--- src/rtl/y_upd_pkg.sv ---
// rtl/y_upd_pkg.sv - state encoding and datapath select constants for the Y-diagonal update sequencer
package y_upd_pkg;

    typedef enum logic [2:0] {
        ST_IDLE,
        ST_ACCEPT,
        ST_ADD,
        ST_SUB,
        ST_WRITE
    } upd_state_t;

    localparam logic [1:0] SEL_NEW  = 2'b00;
    localparam logic [1:0] SEL_OLD  = 2'b11;
    localparam logic [1:0] SEL_ZERO = 2'b01;

    localparam logic MODE_ADD = 1'b0;
    localparam logic MODE_SUB = 1'b1;

    // Result register recirculates through the adder with a zero operand, so it holds its value.
    localparam logic [1:0] IDLE_SEL_OLD_OR_NEW  = SEL_ZERO;
    localparam logic       IDLE_SEL_DIAG_OR_SUM = 1'b1;
    localparam logic       IDLE_SEL_MODE        = MODE_ADD;

endpackage

--- src/rtl/y_diag_update_ctrl.sv ---
// rtl/y_diag_update_ctrl.sv - batch sequencer for the Y-diagonal addsub datapath; Y_UPD_NO_OLD_EN adds upd_no_old (skip SUB)
module y_diag_update_ctrl
    import y_upd_pkg::*;
#(
    parameter int IDX_W = 6,
    parameter int CNT_W = 7
) (
    input  logic             clock,
    input  logic             reset,
    input  logic             start,
    input  logic [CNT_W-1:0] n_updates,
    input  logic             upd_valid,
    output logic             upd_ready,
    input  logic [IDX_W-1:0] upd_idx,
    input  logic             upd_remove,
`ifdef Y_UPD_NO_OLD_EN
    input  logic             upd_no_old,
`endif
    output logic             opnd_hold,
    output logic [1:0]       sel_old_or_new,
    output logic             sel_diag_or_sum,
    output logic             sel_mode_addsub,
    output logic             wr_en,
    output logic [IDX_W-1:0] wr_idx,
    output logic             busy,
    output logic             done
);

    upd_state_t       state_q;
    upd_state_t       state_d;
    logic [CNT_W-1:0] cnt_q;
    logic [IDX_W-1:0] idx_q;
    logic             remove_q;
    logic             no_old_q;
    logic             zero_done_q;
    logic             accept;
    logic             last;

    assign accept = upd_valid && upd_ready;
    assign last   = (cnt_q == CNT_W'(1));
    assign busy   = (state_q != ST_IDLE);
    assign wr_idx = idx_q;

    always_ff @(posedge clock or negedge reset) begin
        if (!reset) begin
            state_q <= ST_IDLE;
        end else begin
            state_q <= state_d;
        end
    end

    always_comb begin
        state_d = state_q;
        case (state_q)
            ST_IDLE:   if (start && (n_updates != '0)) state_d = ST_ACCEPT;
            ST_ACCEPT: if (accept) state_d = ST_ADD;
            ST_ADD:    state_d = no_old_q ? ST_WRITE : ST_SUB;
            ST_SUB:    state_d = ST_WRITE;
            ST_WRITE: begin
                if (last)        state_d = ST_IDLE;
                else if (accept) state_d = ST_ADD;
                else             state_d = ST_ACCEPT;
            end
            default:   state_d = ST_IDLE;
        endcase
    end

    always_comb begin
        upd_ready       = 1'b0;
        opnd_hold       = 1'b0;
        sel_old_or_new  = IDLE_SEL_OLD_OR_NEW;
        sel_diag_or_sum = IDLE_SEL_DIAG_OR_SUM;
        sel_mode_addsub = IDLE_SEL_MODE;
        wr_en           = 1'b0;
        done            = zero_done_q;
        case (state_q)
            ST_ACCEPT: upd_ready = 1'b1;
            ST_ADD: begin
                sel_diag_or_sum = 1'b0;
                sel_old_or_new  = SEL_NEW;
                sel_mode_addsub = remove_q ? MODE_SUB : MODE_ADD;
                opnd_hold       = 1'b1;
            end
            ST_SUB: begin
                sel_diag_or_sum = 1'b1;
                sel_old_or_new  = SEL_OLD;
                sel_mode_addsub = remove_q ? MODE_ADD : MODE_SUB;
            end
            ST_WRITE: begin
                wr_en = 1'b1;
                // The last write completes the batch; otherwise the next request may be taken now.
                if (last) done = 1'b1;
                else      upd_ready = 1'b1;
            end
            default: ;
        endcase
    end

    always_ff @(posedge clock or negedge reset) begin
        if (!reset) begin
            cnt_q       <= '0;
            idx_q       <= '0;
            remove_q    <= 1'b0;
            zero_done_q <= 1'b0;
        end else begin
            zero_done_q <= (state_q == ST_IDLE) && start && (n_updates == '0);
            if ((state_q == ST_IDLE) && start) begin
                cnt_q <= n_updates;
            end else if (state_q == ST_WRITE) begin
                cnt_q <= cnt_q - CNT_W'(1);
            end
            if (accept) begin
                idx_q    <= upd_idx;
                remove_q <= upd_remove;
            end
        end
    end

`ifdef Y_UPD_NO_OLD_EN
    always_ff @(posedge clock or negedge reset) begin
        if (!reset) begin
            no_old_q <= 1'b0;
        end else if (accept) begin
            no_old_q <= upd_no_old;
        end
    end
`else
    assign no_old_q = 1'b0;
`endif

endmodule

--- config.mk ---
export PLATFORM = sky130hd
export DESIGN_NAME = y_diag_update_ctrl
export DESIGN_NICKNAME = d
export VERILOG_FILES = /design/src/rtl/y_upd_pkg.sv /design/src/rtl/y_diag_update_ctrl.sv
export SDC_FILE = /design/constraint.sdc
export NUM_CORES = 1
export LEC_CHECK = 0
export CAP_MARGIN = 20
export CELL_PAD_IN_SITES_DETAIL_PLACEMENT = 0
export CELL_PAD_IN_SITES_GLOBAL_PLACEMENT = 1
export CORE_MARGIN = 1
export CORE_UTILIZATION = 36
export CTS_BUF_LIST = sky130_fd_sc_hd__clkbuf_2 sky130_fd_sc_hd__clkbuf_4 sky130_fd_sc_hd__clkbuf_8
export DETAILED_ROUTE_END_ITERATION = 10
export PLACE_DENSITY_LB_ADDON = 0.08
export SYNTH_ARGS = -nofsm -noshare
export SYNTH_HDL_FRONTEND = slang
export SYNTH_SLANG_ARGS = --single-unit
--- constraint.sdc ---
create_clock -name clock -period 2.4 [get_ports clock]
set_clock_uncertainty 0.15 [all_clocks]
set_input_delay 0.72 -clock clock [delete_from_list [all_inputs] [get_ports clock]]
set_output_delay 0.72 -clock clock [all_outputs]
set_load 0.005 [all_outputs]
# Yosys cells after proc, flatten, opt, wreduce, memory -nomap -nowiden
# Index checks and enable logic that the tools add are counted.
# W data, S select, Z words.
[op_classes]
eq_ne = 7
mux = 18
reduce_logical = 10
addsub = 1
[ops]
columns = ["cell", "count"]
rows = [
  ["$pmux W3 S5", 1],
  ["$mux W7", 2],
  ["$mux W1", 8],
  ["$eq A7 B1 Y1 const B", 1],
  ["$logic_not A7 Y1", 1],
  ["$reduce_bool A7 Y1", 1],
  ["$sub A7 B1 Y7 const B", 1],
  ["$eq A3 B2 Y1 const B", 2],
  ["$mux W3", 2],
  ["$logic_and A1 B1 Y1", 4],
  ["$mux W2", 2],
  ["$ne A2 B2 Y1 const B", 2],
  ["$pmux W1 S2", 2],
  ["$pmux W2 S2", 1],
  ["$eq A3 B1 Y1 const B", 1],
  ["$eq A3 B3 Y1 const B", 1],
  ["$logic_not A3 Y1", 1],
  ["$reduce_bool A3 Y1", 1],
  ["$reduce_and A2 Y1", 1],
  ["$reduce_bool A2 Y1", 1],
]
[word_totals]
ff_bits = 18
wordCells = 41
output_inout_bits = 15
inputBits = 18

# Logic depth before layout (Yosys ltp)
# Gate-level depths: netlist (run 1).
[logic_depth]
depth_word = 7
ltp_mapped = 6
mapped_depth_nobuf = 6

# Worst setup path after synthesis (run 1)
# Ideal clock, no wire load.
[synth_path]
path_kind = "flip-flop to output port"
from = "register state_q[2]"
to = "output sel_mode_addsub"
required_ns = 1.530
path_slack_ns = 0.334
stages_incl_launch_ff = 6
t_arrival_ns = 1.196
path_buffers = 1
path_cell_list = "dfrtp_1 -> clkbuf_1 -> nor2_1 -> nand2_1 -> inv_1 -> mux2_2"
[synth_between]
elab_chain_cells = 2
elab_cells_between_ends = 3
classes_between = "2 x eq/ne; 1 x mux"
[synth_rtl]
columns = ["element", "line", "source"]
rows = [
  ["start: declaration", "y_diag_update_ctrl.sv:29", "upd_state_t state_q;"],
  ["start signal: assignment", "y_diag_update_ctrl.sv:48", "state_q <= state_d;"],
  ["$eq A3 B2 Y1", "y_diag_update_ctrl.sv:76", "case (state_q)"],
  ["$pmux W1 S2 *", "y_diag_update_ctrl.sv:76", ""],
  ["end: declaration", "y_diag_update_ctrl.sv:22", "output logic sel_mode_addsub,"],
]
# Mark *: on every way between the ends. The rest lies on a longest branch, timed or not.

# Final worst setup path (run 1)
[layout_path]
from = "register state_q[1]"
to = "output done"
[layout_between]
elab_chain_cells = 2
[layout_rtl]
columns = ["element", "line", "source"]
rows = [
  ["$eq A3 B3 Y1", "y_diag_update_ctrl.sv:76", ""],
  ["$mux W1", "y_diag_update_ctrl.sv:76", ""],
  ["end: declaration", "y_diag_update_ctrl.sv:26", "output logic done"],
]
# No other way between the ends.

==> run_results.csv, run 1 <==
group,metric,value,unit
final_layout,drive_above_1_share,0.302,
logic_synthesis,yosysSeqAreaShare,0.393,
logic_synthesis,synth.top_cell.area_share,0.393,
grt,grt_use_met1,0.314,
power,p_leak,0.829,nW
logic_synthesis,synth_top_family_by_area,"compound AO/OA/AOI/OAI gates",
grt,grt_pass1_wl,5570,um
logic_synthesis,synth_fa_ha_area_frac,0.0218,
timing,slew_viol_final,0,
setup_path,cp_data_arrival_time,1.55,ns
logic_synthesis,synth_nets,153,
logic_synthesis,synth_edf_count,0,
setup_path,cp_max_fo,2,
logic_synthesis,synth_mux_area_frac,0.0185,
logic_synthesis,synth_area_leaders,"dfrtp_1, o22ai_1, nor2_1",
logic_synthesis,async_reset_ff_frac,1.00,
hold_path,holdPathStages,2,
floorplan,die_h,58.5,um
final_layout,final_cells,236,
drt,drt-total-wl,3300,um
hold_path,min_path_type,"register to register",
power,power,2.30,mW
floorplan,ios,33,
logic_synthesis,synth-simple-area-share,0.192,
final_layout,fin_nets,213,
drt,wl_per_cell,14.0,um
timing,worst_pin_slew,0.546,ns
final_layout,syn_to_final_growth,58.8,%
drt,antenna_left,0,
logic_synthesis,synth_cells,133,
place,dp_hpwl,2250,um
final_layout,final_common_cell,"buf_4",
place,placed_cell_area,0.00163,mm2
final_layout,regArea,453,um2
clock_tree,cts.sinks,18,
setup_path,start_kind,"register",
logic_synthesis,ys_ff_latch,18,
clock_tree,htree_levels,1,
final_layout,final_util,0.602,
final_layout,fillers,261,
final_layout,multiInputGateArea,658,um2
setup_path,worstSetupPathType,"register to output pin",
final_layout,final_cell_mix,"buf_4, clkdlybuf4s50_1, dfrtp_1, nor2_1, o22ai_1",
timing,setup_viol_count_final,2,
setup_path,required,1.53,ns
logic_synthesis,postSynthAreaPerCell,8.63,um2
floorplan,die_x,58.5,um
floorplan,die_area,0.00342,mm2
logic_synthesis,synth_xor_area_frac,0,
timing,fin_crit,2.42,ns
setup_path,cp-end-kind,"output pin",
logic_synthesis,yosysTopAreaCell,"dfrtp_1",
clock_tree,cts_buffers,3,
timing,rsz0062_at_grt,"true",
timing,period_share,1.01,
drt,vias,1235,
power,vdd_ir_drop_max,0.000563,V
grt,overflow,0,
clock_tree,clk_latency,0.29,ns
status,violations,"negative setup slack",
grt,antenna_found_initial,0,
floorplan,core,0.00303,mm2
final_layout,n_antenna_cell,0,
grt,grt_pass1_vias,1220,
grt,grt_use_total,0.210,
grt,grt_util_met3,0.0286,
clock_tree,clk_pin_slew,0.12,ns
drt,vias_per_cell,5.23,
timing,fmax,414,MHz
logic_synthesis,synth.distinct_cells,36,
clock_tree,cts_tree,"yes",
grt,grt_busiest_layer,"met2",
logic_synthesis,syn_area,0.00115,mm2
floorplan,rows,20,
grt,use_met2,0.320,
clock_tree,cts_buffer_depth,2,
place,dp_cells,221,
timing,slew-limit-headroom,0.633,
final_layout,final_area,0.00182,mm2
timing,hold_viol,0,
flow_run,max_cap_viol_count,0,
clock_tree,cts-root-buf,"clkbuf_4",
drt,drt-initial-drc-count,30,
drt,drcViolationCount,0,
logic_synthesis,synth_compound_area_frac,0.288,
power,p_per_area,1260,mW/mm2
drt,first_pass_iters,4,
status,status,"complete, but fails checks",
setup_path,r2r_cells,7,
logic_synthesis,ys.warnings.count,0,
place,gp_congestion,0.775,
place,portBuffers,32,
timing,setup_slack,-0.0163,ns
logic_synthesis,synth_flop_cell,"dfrtp_1",
grt,grt_max_degree,19,
floorplan,start_util,0.379,
==> registers in the layout, summed over array words and instances (netlist names) <==
name         flops
wr_idx           6
cnt_q            7
zero_done_q      1
remove_q         1
state_q          3
==> metal layers <==
metal,vias up,share of wire,wire (um)
met5,-,0,0
met4,0,0.0051,17
met3,2,0.042,138
met2,31,0.45,1490
met1,595,0.50,1660
li1,607,-,-
==> worst paths after layout <==
kind / startpoint / to / slack [ns]
max in group asynchronous: reset / state_q[2] / 1.28
max reg2reg: state_q[1] / cnt_q[0] / 0.50
min reg2reg: cnt_q[5] / cnt_q[5] / 0.44
min: cnt_q[5] / cnt_q[5] / 0.44
min in group asynchronous: reset / state_q[1] / 0.60
max: state_q[1] / done / -0.02
==> worst max-delay path: stages, from the launching register on <==
cell      delay [ns]
dfrtp_1         0.42
buf_4           0.14
or3b_4          0.39
o21bai_1        0.15
buf_2           0.14
==> area by class of cell <==
type	instances	share of cell area
repair buffers	63	0.308
flip-flops and latches	18	0.249
multi-input cells	95	0.361
clock buffers	4	0.0199
well taps	44	0.0302
inverters	12	0.0316
==> cells in the mapped netlist, types with 2 or more instances <==
master	count
a21oi_1	11
a31oi_1	7
a221o_1	2
and2_1	2
dfrtp_1	18
clkbuf_1	3
inv_1	11
a32oi_1	4
buf_2	4
o21ai_0	7
nor2b_1	3
nor2_1	16
ha_1	2
nand2_1	7
o22ai_1	14
nor3_1	2
==> kinds of logic after synthesis <==
kind of cell,after synthesis
multiplexers,2
flip-flops,18
buffers and inverters,20
AO/OA/AOI/OAI,51
AND/OR/NAND/NOR,40
adder cells (fa/ha/maj),2
==> timing repair <==
item | 4_1_cts | 5_1_grt
hold buffers | 0 | 0
setup endpoints to repair | 8 | 5
gates cloned | 0 | 0
pin swaps | 5 | 2
setup buffers | 8 | 3
resized for setup | 37 | 9
==> where the power goes <==
group | internal (mW) | switching, mW | total (mW)
clock | 0.0924 | 0.104 | 0.197
sequential | 0.444 | 0.141 | 0.585
combinational | 0.820 | 0.698 | 1.52
==> through the flow <==
| stage | setup slack (ns) | setup TNS [ns] | hold WS [ns] |
|---|---|---|---|
| global placement | 0.0131 | 0 | 0.368 |
| finish | -0.0163 | -0.0204 | 0.435 |
| floorplan | 0.334 | 0 | 0.274 |
| CTS | -0.0231 | -0.0381 | 0.440 |
| detailed placement | -0.00310 | -0.00310 | 0.374 |
| global route | -0.0635 | -0.180 | 0.474 |
Note: power is estimated with default switching activity, not from simulation.
==> run 2, diff against run 1 <==
- CORE_MARGIN: 1 -> not set
- HOLD_SLACK_MARGIN: not set -> 0.15
==> results of run 2 <==
Final layout, timing and power as in run 1 (identical DEF).
==> RTL edit: new RTL, settings of run 1 <==
Encoding of `upd_state_t`: now one-hot (5 bits for 5 states).
--- a/src/rtl/y_upd_pkg.sv
+++ b/src/rtl/y_upd_pkg.sv
@@ -1,12 +1,12 @@
 // rtl/y_upd_pkg.sv - state encoding and datapath select constants for the Y-diagonal update sequencer
 package y_upd_pkg;
 
-    typedef enum logic [2:0] {
-        ST_IDLE,
-        ST_ACCEPT,
-        ST_ADD,
-        ST_SUB,
-        ST_WRITE
+    typedef enum logic [4:0] {
+        ST_IDLE   = 5'b00001,
+        ST_ACCEPT = 5'b00010,
+        ST_ADD    = 5'b00100,
+        ST_SUB    = 5'b01000,
+        ST_WRITE  = 5'b10000
     } upd_state_t;
 
     localparam logic [1:0] SEL_NEW  = 2'b00;
Function: same outputs for any inputs over 10 cycles, from zero or initial values and one cycle with reset low; not proved beyond that.
==> RTL edit against run 1 <==
The run ends with design-rule violations, negative setup slack left; design area rose by 1.2%; count of clock-buffer cells in the layout is the same; worst setup slack got worse by 240 ps; area after synthesis fell by 5.9%; first-iteration DRC count up 120%; synthesized cell count is 20% lower; power is 22% lower; sequential cell count rose by 2; wire length fell by 11%.
==> RTL edit: results (changes against run 1) <==
- Status: finished, violations left (unchanged)
- Failing checks: design-rule violations, negative setup slack (was negative setup slack)
- Worst IR Drop VDD: 0.000542 V (was 0.000563 V)
- Worst R2R Setup Slack: 110 ps (was 500 ps)
- CTS Buffer Depth: 2 (unchanged)
- Worst-Skew Late Latency: 300 ps
- Nets: 196 (was 213)
- Total Wirelength: 2930 um (was 3300 um)
- Synth top cells by count: dfrtp_1 (19), mux2_2 (8), nand2_1 (7) (was dfrtp_1 (18), nor2_1 (16), o22ai_1 (14))
- Worst slew pin tran: 383 ps (was 546 ps)
- 1st-iter DRT viols: 65 (was 30)
- Port Buffer Count: 32 (unchanged)
- Vias in the first global route: 1,079 (was 1,220)
- Pin count of the biggest net entering global routing: 21 (was 19)
- Post-synth EDFFs: 0 (unchanged)
- Max reg flops: 7 (unchanged)
- Crit path DAT: 1780 ps (was 1550 ps)
- Root Driver: clkbuf_4 (unchanged)
- Count of final setup violators: 8 (was 2)
- Vias per cell: 5.11 (was 5.23)
- Reg2reg path depth: 14 (was 7)
- Pre-CTS setup slack: -321 ps (was -3.10 ps)
- Number of library cell types mapped by synthesis: 39 (was 36)
- All-layer global routing usage: 20.0% (was 21.0%)
- Worst hold stages: 1 (was 2)
- # DRC: 2 (was 0)
- Register area share after synthesis: 46.5% (was 39.3%)
- Min-Delay Path Class: reg -> reg (unchanged)
- RR Endpoint: state_q[0]$_DFFE_PN1P_ (was cnt_q[0]$_DFFE_PN0P_)
- Leak Pwr: 0.855 nW (was 0.829 nW)
- HP Start: wr_idx[0]$_DFFE_PN0P_ (was cnt_q[5]$_DFFE_PN0P_)
- Hold Path Sink: wr_idx[0]$_DFFE_PN0P_ (was cnt_q[5]$_DFFE_PN0P_)
- Leading register cell type out of synthesis: dfrtp_1 (unchanged)
- Hpwl dp: 1960 um (was 2250 um)
- Crit Path Max Fanout: 4 (was 2)
- Worst Setup Slack, final: -254 ps (was -16.3 ps)
- Placer Congestion: 0.790 (was 0.775)
- Reg clk slew, reported paths: 120 ps (about the same)
- Startpoint types: flop (unchanged)
- Yosys warnings: 0 (unchanged)
- Hold slack: 369 ps (was 435 ps)
- Biggest register: cnt_q (unchanged)
- Worst R2R Start: state_q[1]$_DFFE_PN0P_ (unchanged)
- Syn_nets: 126 (was 153)
- # diodes: 0 (unchanged)
- Synth top area cells: dfrtp_1 (44%), mux2_2 (8.3%), or3_1 (2.9%), nand3_1 (2.8%), o211ai_1 (2.8%) (was dfrtp_1 (39%), o22ai_1 (7.6%), nor2_1 (5.2%), a21oi_1 (4.8%), a31oi_1 (3.8%))
- H-tree Lvls: 1 (unchanged)
- Placed instance area: 1550 um2 (was 1630 um2)
- Number of CTS-inserted buffers: 3 (unchanged)
- Share of layout cells above drive strength 1: 43.4% (was 30.2%)
- Post-synth ARST share: 100% (unchanged)
- Number of detailed-route iterations in the first pass: 7 (was 4)
- Global-route wire length before repair: 4910 um (was 5570 um)
- Initial antenna violation count: 0 (unchanged)
RTL edit: cells by family after synthesis:
family	synth area share, %
simple gates	25.0
fa+ha+maj	2.32
mux	8.34
compound gates	10.5
xor+xnor	2.43
flops	46.5
buf+inv	4.87
RTL edit: layout make-up:
class	instances	area (um2)
fill	225	962
timing repair buffer	70	632
multi-input combinational	75	611
sequential	20	503
tap	31	38.8
clock buffer	4	36.3
inverter	6	22.5
RTL edit: repair_timing:
item | CTS | global route
pin swaps | 6 | 7
setup endpoints to repair | 9 | 10
setup buffers | 19 | 4
gates resized for setup | 46 | 18
RTL edit: how the worst max path moves through the flow:
stage / cells past startpoint / to
after global routing: 8 / done
final: 4 / opnd_hold
after floorplan: 5 / sel_mode_addsub
after global placement: 5 / sel_mode_addsub
after CTS: 5 / sel_mode_addsub
after detailed placement: 5 / sel_mode_addsub
RTL edit: metrics by stage:
step | setup TNS [ps] | std cells
after detailed placement | -1250 | 183
after global placement | -1290 | 183
final | -1210 | 206
after floorplan | 0 | 106
after CTS | -1260 | 205
after global routing | -1890 | 206
RTL edit: routing by layer:
layer | vias up | wire length, um | global-route usage [%]
li1 | 521 | - | -
met1 | 508 | 1290 | 25.3
met2 | 20 | 1490 | 33.8
met3 | 4 | 116 | 3.92
met4 | 0 | 27 | 7.32
met5 | - | 0 | 0
RTL edit: where the power goes:
group	internal (mW)	switching (mW)
logic	0.615	0.404
registers	0.481	0.0913
clock network	0.0925	0.108
total	1.19	0.603
RTL edit: worst max-delay path: stages (launching register included):
cell and delay [ps]:
dfrtp_1 410, or3_4 410, or3b_4 390, inv_2 60
dlygate4sd2_1 220
